## src/rtl/keygen_pkg.sv

```systemverilog
// Shared constants and types for the key-generation scheduler:
// coefficient/polynomial types, the K-vector and KxK-matrix packings
// used on the flat ports, and the sequencer state encoding.
package keygen_pkg;

  localparam int W = 32;  // coefficient width (signed two's complement)
  localparam int N = 4;   // coefficients per polynomial
  localparam int K = 2;   // module rank
  localparam int Q = 17;  // modulus

  typedef logic signed [W-1:0] coef_t;
  typedef coef_t [N-1:0]       poly_t;  // coefficient c at bits [c*W +: W]
  typedef poly_t [K-1:0]       vec_t;   // polynomial j at flat index j*N+c
  typedef vec_t  [K-1:0]       mat_t;   // A[i][j] at flat index (i*K+j)*N+c

  typedef enum logic [2:0] {
    IDLE,
    ISSUE,
    WAIT,
    REDUCE,
    OUTPUT
  } state_t;

  // Index width for a counter over n items, never narrower than one bit.
  function automatic int idx_w(input int n);
    return (n > 1) ? $clog2(n) : 1;
  endfunction

endpackage

```

## src/rtl/mod_q_reduce.sv

```systemverilog
// Combinational reduction of one signed coefficient to the canonical
// range [0, Q-1], negative inputs included.
module mod_q_reduce
  import keygen_pkg::*;
(
  input  coef_t x,
  output coef_t y
);

  localparam coef_t QC = coef_t'(Q);

  coef_t rem;

  // Signed % truncates toward zero, so a negative remainder needs exactly
  // one +Q; this equals ((x % Q) + Q) % Q without a second divider.
  always_comb begin
    rem = x % QC;
    y   = (rem < 0) ? rem + QC : rem;
  end

endmodule

```

## src/rtl/keygen_scheduler.sv

```systemverilog
// Key-generation sequencer: t = A*s + e (mod Q) through one shared
// polynomial multiplier. The K*K products are issued in row-major order,
// summed per row, then each row gets e added and is reduced in one cycle.
// Optional feature macro: KEYGEN_SCHED_TIMEOUT_EN (abort with an err pulse
// if the multiplier stays silent for TIMEOUT cycles in WAIT).
module keygen_scheduler
  import keygen_pkg::*;
#(
  parameter int TIMEOUT = 64
) (
  input  logic               clk,
  input  logic               rst,
  input  logic               start,
  output logic               busy,
  input  logic [K*K*N*W-1:0] a_in,
  input  logic [K*N*W-1:0]   s_in,
  input  logic [K*N*W-1:0]   e_in,
  output logic               mul_start,
  output logic [N*W-1:0]     mul_poly_a,
  output logic [N*W-1:0]     mul_poly_s,
  input  logic               mul_done,
  input  logic [N*W-1:0]     mul_result,
  output logic [K*N*W-1:0]   t_out,
  output logic               out_valid,
  input  logic               out_ready,
  output logic               err
);

  localparam int RW = idx_w(K);
  typedef logic [RW-1:0] idx_t;
  localparam idx_t LAST = idx_t'(K - 1);

  state_t state, state_nx;

  mat_t  a_q;
  vec_t  s_q, e_q, acc, t_q;
  idx_t  row, col;   // product p = row*K + col
  idx_t  red_row;    // row being reduced
  poly_t mul_res;
  poly_t acc_sum;
  poly_t red_in;
  coef_t red_out [N];
  logic  last_prod, last_row, timeout_hit;

  assign last_prod = (row == LAST) && (col == LAST);
  assign last_row  = (red_row == LAST);
  assign mul_res   = poly_t'(mul_result);

  // Operands are muxed from the latched inputs; row/col only advance on
  // mul_done, so both stay stable from mul_start through WAIT.
  assign mul_poly_a = a_q[row][col];
  assign mul_poly_s = s_q[col];
  assign t_out      = t_q;

`ifdef KEYGEN_SCHED_TIMEOUT_EN
  localparam int CW = $clog2(TIMEOUT + 1);

  logic [CW-1:0] wait_cnt;
  logic          err_q;

  assign timeout_hit = (state == WAIT) && !mul_done &&
                       (wait_cnt == CW'(TIMEOUT - 1));
  assign err         = err_q;

  // Cycles spent in the current WAIT visit; any other state clears it.
  always_ff @(posedge clk) begin
    if (rst) begin
      wait_cnt <= '0;
      err_q    <= 1'b0;
    end else begin
      err_q <= timeout_hit;
      if (state == WAIT) wait_cnt <= wait_cnt + 1'b1;
      else               wait_cnt <= '0;
    end
  end
`else
  assign timeout_hit = 1'b0;
  assign err         = 1'b0;
`endif

  // State register.
  always_ff @(posedge clk) begin
    // NOTE: non-blocking so every register samples pre-edge values no matter how blocks are ordered.
    if (rst) state <= IDLE;
    else     state <= state_nx;
  end

  // Next state and the handshake outputs decoded from the current state.
  always_comb begin
    // NOTE: every output gets a default first, so no path through the case can infer a latch.
    state_nx  = state;
    busy      = (state != IDLE);
    mul_start = 1'b0;
    out_valid = 1'b0;
    case (state)
      IDLE:   if (start) state_nx = ISSUE;
      ISSUE: begin
        mul_start = 1'b1;
        state_nx  = WAIT;
      end
      WAIT: begin
        if (mul_done)         state_nx = last_prod ? REDUCE : ISSUE;
        else if (timeout_hit) state_nx = IDLE;
      end
      REDUCE: if (last_row) state_nx = OUTPUT;
      OUTPUT: begin
        out_valid = 1'b1;
        if (out_ready) state_nx = IDLE;
      end
      default: state_nx = IDLE;
    endcase
  end

  // Row accumulate (W-bit wrap) and the e-added row fed to the reducers.
  always_comb begin
    acc_sum = '0;
    red_in  = '0;
    for (int c = 0; c < N; c++) begin
      acc_sum[c] = acc[row][c] + mul_res[c];
      red_in[c]  = acc[red_row][c] + e_q[red_row][c];
    end
  end

  for (genvar c = 0; c < N; c++) begin : g_red
    mod_q_reduce u_red (
      .x (red_in[c]),
      .y (red_out[c])
    );
  end

  // Job registers: input capture, per-row accumulation, reduced result rows.
  always_ff @(posedge clk) begin
    if (rst) begin
      // NOTE: these arrays are reset as well, because zero operands, accumulators and t_out after reset are visible behaviour.
      a_q     <= '0;
      s_q     <= '0;
      e_q     <= '0;
      acc     <= '0;
      t_q     <= '0;
      row     <= '0;
      col     <= '0;
      red_row <= '0;
    end else begin
      case (state)
        IDLE: begin
          if (start) begin
            a_q <= mat_t'(a_in);
            s_q <= vec_t'(s_in);
            e_q <= vec_t'(e_in);
            acc <= '0;
            row <= '0;
            col <= '0;
          end
        end
        WAIT: begin
          if (mul_done) begin
            acc[row] <= acc_sum;
            if (last_prod) begin
              red_row <= '0;
            end else if (col == LAST) begin
              col <= '0;
              row <= row + 1'b1;
            end else begin
              col <= col + 1'b1;
            end
          end else if (timeout_hit) begin
            acc <= '0;
          end
        end
        REDUCE: begin
          for (int c = 0; c < N; c++) t_q[red_row][c] <= red_out[c];
          if (!last_row) red_row <= red_row + 1'b1;
        end
        default: ;
      endcase
    end
  end

endmodule

```

## config.mk

```make
export PLATFORM = sky130hd
export DESIGN_NAME = keygen_scheduler
export DESIGN_NICKNAME = d
export VERILOG_FILES = /design/src/rtl/keygen_pkg.sv /design/src/rtl/mod_q_reduce.sv /design/src/rtl/keygen_scheduler.sv
export SDC_FILE = /design/constraint.sdc
export NUM_CORES = 2
export LEC_CHECK = 0
export CAP_MARGIN = 40
export CORE_AREA = 2 2 653 655
export CTS_CLUSTER_SIZE = 14
export DETAILED_ROUTE_END_ITERATION = 6
export DIE_AREA = 0 0 655 657
export PLACE_DENSITY = 0.47
export SYNTH_ARGS = -nofsm -noshare
export SYNTH_HDL_FRONTEND = slang
export SYNTH_HIERARCHICAL = 1
export SYNTH_SLANG_ARGS = --single-unit
```

## constraint.sdc

```tcl
create_clock -name clk -period 63.6 [get_ports clk]
set_clock_uncertainty 0.1 [all_clocks]
set_input_delay 6.36 -clock clk [delete_from_list [all_inputs] [get_ports clk]]
set_output_delay 6.36 -clock clk [all_outputs]
set_load 0.02 [all_outputs]
```

# == Yosys cells after proc, flatten, opt, wreduce, memory -nomap -nowiden ==
# Cells that the tools add are included.
# word_totals
inputBits,1157
out_inout_bits,516
word_cells,159
regBits,1542
# op_classes
add_sub_neg,15
magnitude_cmp,9
eq_ne,11
muxes,55
n_reduce_logical,13
n_div,4
# op_table
cell,n
$mux 128,12
$bwmux 256,5
$mux 256,4
$demux 128 s1,5
$pmux 256 s2,1
$add 32x32->32,8
$mux 32,5
$add 32x6->32 const B,4
$lt 32x1->1 const B,4
$mod 32x6->32 const B,4
$mux 96,1
$mux 64,1
$pmux 3 s5,1
$ne 2x2->1 const B,7
$mux 1,12
$mux 3,4
$reduce_and 4->1,2
$eq 3x2->1 const B,2
$lt 1x2->1 const B,3
$pmux 1 s2,3
$reduce_and 3->1,2
$reduce_and 5->1,1
$reduce_bool 2->1,2
$add 1x1->1 const B,3
other kinds (8),11

# == Longest topological paths before layout ==
# depth
depth_word,10
ltp_mapped,104
ltp_nobuf,90

# == Hierarchy ==
# Netlist, hierarchy kept.
# modules_own_cells
module,area_per_inst_um2,seq_area_each_um2,instances,cells_each
keygen_scheduler,73307.8,30869.6,1,8852
mod_q_reduce (g_red[1].u_red ...),7971.4,0.0,3,1129
mod_q_reduce (g_red[0].u_red),7833.8,0.0,1,1120

# == Worst setup path before layout ==
# No wires, ideal clock.
# synth_path
kind,reg-to-reg
from,register red_row (netlist: last_row)
to,"register t_q, in the netlist t_out[11]"
period_less_slack_ns,22.128
setup_slack_ns,41.472
t_required_ns,63.368
stages_incl_launch_ff,97
setup_ns,0.132
t_arrival_ns,21.896
n_path_buf,10
cell_sequence,dfxtp_1 clkbuf_1 clkbuf_1 clkbuf_1 mux2_2 ha_1 clkbuf_2 a2111oi_4 o211ai_1 a311oi_1 or3_1 nand4_1 a311oi_1 a21o_1 xnor2_1 nor4_1 nand4_1 o41ai_2 [61 not listed] nor3_1 a31o_2 nand2_1 xnor2_1 inv_1 ha_1 nor2_1 xnor2_1 nand2b_1 nand4_1 a21oi_1 a21oi_1 nor3b_2 nand4_1 buf_2 and2_1 nand2_1 a21oi_1
# synth_lines
item,line,rtl
"start, declared",keygen_scheduler.sv:38,idx_t red_row;
"start signal, assigned",keygen_scheduler.sv:172,if (!last_row) red_row <= red_row + 1'b1;
"end signal, assigned",keygen_scheduler.sv:139,t_q <= '0;
"end, declared",keygen_scheduler.sv:36,"vec_t s_q, e_q, acc, t_q;"

==> impl.org <==
** Finish
- Most frequent standard cell in the layout excluding fill and tap cells :: sky130_fd_sc_hd__nand2_1
- The library cells used most frequently in the layout, excluding fill and tap cells, are 3,100 x sky130_fd_sc_hd__nand2_1, 1,767 x sky130_fd_sc_hd__a21oi_1, 1,670 x sky130_fd_sc_hd__clkdlybuf4s50_1.
- Cells with a size suffix above 1 make up 10.8% of the layout.
- From synthesis to final layout, the design area changed by 28.0%.
- Nets :: 16,100

** STA
- Final setup TNS :: 0 ns
- Setup violations remaining at the end of the flow were counted as 0.
- Fraction of the cycle the final worst path needs :: 43.5%
- The number of hold-slack violations in the final timing report came to 0.
- Final critical path time including I/O delays and setup :: 27.64 ns
- Timing would allow up to 0.0362 GHz.
- Measured slew at the worst slew-check pin :: 1.04 ns
- Headroom to the max-slew limit came out at 30.5%.
- The number of pins with negative max-slew slack in the final report was 0.
- Setup repair after global routing left no endpoint under its margin.

** Global route
- Wire length of the first global-routing pass :: 691 mm
- The total overflow left after global routing is 0.
- Number of global-route vias before repair :: 100,000
- Entering global routing, the biggest net connects 201 pins.
- Overall Global Routing Usage :: 21.2%
- Number of antenna violations at the first check in global routing :: 215

** Floorplanning
- For this design the top-level I/O count stands at 1,673.
- The floorplan step set the die height to 657 µm.
- Die width :: 655 µm
- The die covers 430,000 µm².
- For this configuration, the core starts out at a cell density of 24.8%.
- After floorplanning, the core was divided into 239 placement rows.
- The core region is 423,000 µm².

** Logic synthesis
- Synthesized area divided by synthesized cell count :: 7.86 µm²
- Synth Net Count :: 14,800
- Number of distinct library cells after synthesis :: 150
- Simple-Gate Fraction of Synth Area :: 21.5%
- After Yosys synthesis, XOR and XNOR cells account for 5.01% of the synthesized area.
- The synthesized netlist devotes 27.5% of its cell area to compound gates.
- Of the synthesized area, sequential elements account for 29.4%.
- After synthesis, the largest family of logic cells by area is compound AO/OA/AOI/OAI gates.
- After synthesis the netlist holds a flip-flop and latch count of 1,542.
- Number of synthesis warnings :: 6
- Summing the areas of all fa, ha and maj instances in the mapped netlist gives 3.74% of the synthesized area.
- Number of standard cells after synthesis :: 13,400
- Measured against the total synthesized area, the mux share comes to 9.51%.
- Total standard cell area after synthesis :: 105,000 µm²
- Fraction of registers with async set or reset after synthesis :: 0%
- Most used flip-flop cell after synthesis :: sky130_fd_sc_hd__dfxtp_1
- Post-synth EDFFs :: 0

** Placed design
- Hpwl dp :: 380 mm
- Buffers placed on the I/O ports in this run total 1,671.
- Final RePlAce weighted congestion :: 0.885

** Setup path
- Required arrival time at the worst endpoint :: 64.20 ns
- Along the worst path, the maximum fanout reaches 40.
- Most used cell along the critical path :: sky130_fd_sc_hd__nor2_1
- The largest single stage delay on the critical path is 0.81 ns.
- On the critical path, the stage with the largest delay is an instance of sky130_fd_sc_hd__a2111oi_1.
- STA classifies the critical path startpoint as a register.
- Length in cells of the worst reg-to-reg path :: 80
- Endpoint kind of the worst setup timing path :: register
- Tracing the worst setup path back leads to its startpoint at last_row.
- Buffers and inverters on the worst path :: 3
- Endpoint of the most critical register-to-register path :: t_out[86]
- In this run the critical register-to-register path is launched from last_row.
- Setup slack on the worst flop-to-flop path :: 35.96 ns
- The cell family contributing the most delay on the critical path is compound AO/OA/AOI/OAI gates.
- At the worst endpoint, the arrival time is 28.24 ns.
- The critical path is of the register to register type.

** Drt
- Vias per std cell :: 5.12
- The count of nets left with antenna violations once routing finished came out at 0.
- Average routed wire per standard cell :: 23.5 µm
- Routed Wire Length :: 483 mm
- Count of TritonRoute iterations in the first routing pass :: 6
- In the routed design, unresolved DRC markers number 0.
- Number of DRC markers in iteration 0 :: 7,765
- The routed layout has 105,000 vias.

** Min path
- The worst hold path begins at a_q[303].
- Worst min-delay path class :: register to register
- The worst hold path terminates at a_q[303].
- WHS Path Cells :: 2

** Clock tree
- Maximum buffer depth of the clock tree :: 4
- CTS tree :: done
- Resized cells post-CTS :: 0
- CTS sink count :: 1,542
- Clock-pin slew was measured on the worst setup and hold paths at 0.06 ns.
- CTS built an H-tree with a depth of 4.
- After clock tree synthesis, the flow added hold-fix buffers numbering 0.
- Post-CTS timing repair inserted 0 buffers for setup.
- Clock latency on the worst-skew pair :: 0.90 ns
- Clock tree root driver cell :: sky130_fd_sc_hd__clkbuf_16
- Counting the buffers created by CTS gives 194.

** Flow run
- The tool flagged a number of max-cap violations equal to 0.

** Status
- Status :: finished clean
[tightest hold or removal path, cell delays in order (launching register included)]
cell                      delay (ns)
sky130_fd_sc_hd__dfxtp_1        0.30
sky130_fd_sc_hd__nand2_1        0.05
sky130_fd_sc_hd__a21oi_1        0.05
[stage by stage]
stage	cell area, µm²	std cells	worst slack [ns]	hold WS [ns]	utilization (%)
3_5_place_dp	128000	20100	36.57	0.343	30.2
2_1_floorplan	105000	13400	41.47	0.333	-
4_1_cts	134000	20400	36.37	0.351	31.7
5_1_grt	134000	20500	33.69	0.364	31.8
3_3_place_gp	127000	20000	36.26	0.338	30.0
6_report	134000	20600	35.96	0.350	31.8
[cells by family after synthesis]
family / count (synthesis)
adders and majority gates: 312
buffers and inverters: 907
and+or+nand+nor: 5071
xor gates and xnor gates: 591
muxes: 764
DFF: 1542
AOI/OAI and AO/OA: 4171
other: 1
[Yosys cell counts (79+ instances only)]
master | instances | area [µm²]
sky130_fd_sc_hd__nor4_1 | 79 | 494
sky130_fd_sc_hd__or3_1 | 99 | 619
sky130_fd_sc_hd__nor3_1 | 159 | 796
sky130_fd_sc_hd__ha_1 | 292 | 3650
sky130_fd_sc_hd__and3_1 | 82 | 513
sky130_fd_sc_hd__a21o_1 | 209 | 1570
sky130_fd_sc_hd__nand3_1 | 200 | 1000
sky130_fd_sc_hd__dfxtp_1 | 1542 | 30900
sky130_fd_sc_hd__nand2_1 | 3102 | 11600
sky130_fd_sc_hd__nand4_1 | 112 | 701
sky130_fd_sc_hd__mux4_2 | 128 | 2880
sky130_fd_sc_hd__xor2_1 | 197 | 1730
sky130_fd_sc_hd__mux2_2 | 521 | 5870
sky130_fd_sc_hd__o21a_1 | 92 | 691
sky130_fd_sc_hd__o211ai_1 | 118 | 886
sky130_fd_sc_hd__and2_1 | 141 | 882
sky130_fd_sc_hd__a211oi_1 | 119 | 893
sky130_fd_sc_hd__xnor2_1 | 383 | 3350
sky130_fd_sc_hd__a22o_1 | 142 | 1240
sky130_fd_sc_hd__a21oi_1 | 1767 | 8840
sky130_fd_sc_hd__a22oi_1 | 136 | 1020
sky130_fd_sc_hd__nand2b_1 | 88 | 551
sky130_fd_sc_hd__nor2_1 | 685 | 2570
sky130_fd_sc_hd__inv_1 | 151 | 567
sky130_fd_sc_hd__mux2i_1 | 80 | 801
sky130_fd_sc_hd__o21ai_0 | 351 | 1760
sky130_fd_sc_hd__a31oi_1 | 107 | 669
sky130_fd_sc_hd__o21ai_1 | 85 | 425
sky130_fd_sc_hd__clkbuf_1 | 671 | 2520
[final cells by class]
| type | count | area (µm²) |
|---|---|---|
| Fill cell | 45500 | 288000 |
| Tap cell | 5663 | 7090 |
| Timing Repair Buffer | 1821 | 18400 |
| Multi-Input combinational cell | 10900 | 70800 |
| Sequential cell | 1542 | 30900 |
| Antenna cell | 116 | 290 |
| Inverter | 151 | 567 |
| Clock buffer | 295 | 5770 |
| Clock inverter | 56 | 642 |
[worst max-delay path by stage]
stage | endpoint | slack (ns) | cells past startpoint
after floorplan | t_out[11] | 41.47 | 96
after global placement | t_out[95] | 36.26 | 78
after detailed placement | t_out[220] | 36.57 | 77
after CTS | t_out[86] | 36.37 | 77
after global routing | t_out[88] | 33.69 | 79
final | t_out[86] | 35.96 | 80
[registers in the layout (all words and copies together), names as in the netlist]
signal    flops
s_q         256
state         3
t_out       256
last_row      1
col           1
acc         256
e_q         256
a_q         512
row           1
[layer usage]
metal / GRT usage (%) / vias to the layer above / share of wire [%]
met5: 0 / - / 0.12
met4: 8.01 / 88 / 4.2
met3: 4.65 / 688 / 6.1
met2: 38.3 / 2774 / 50
met1: 24.3 / 50500 / 40
li1: - / 51300 / -
Power is left out: the tool's default activity adds up to more than one toggle a clock period on the data nets, which glitch-free logic cannot reach.
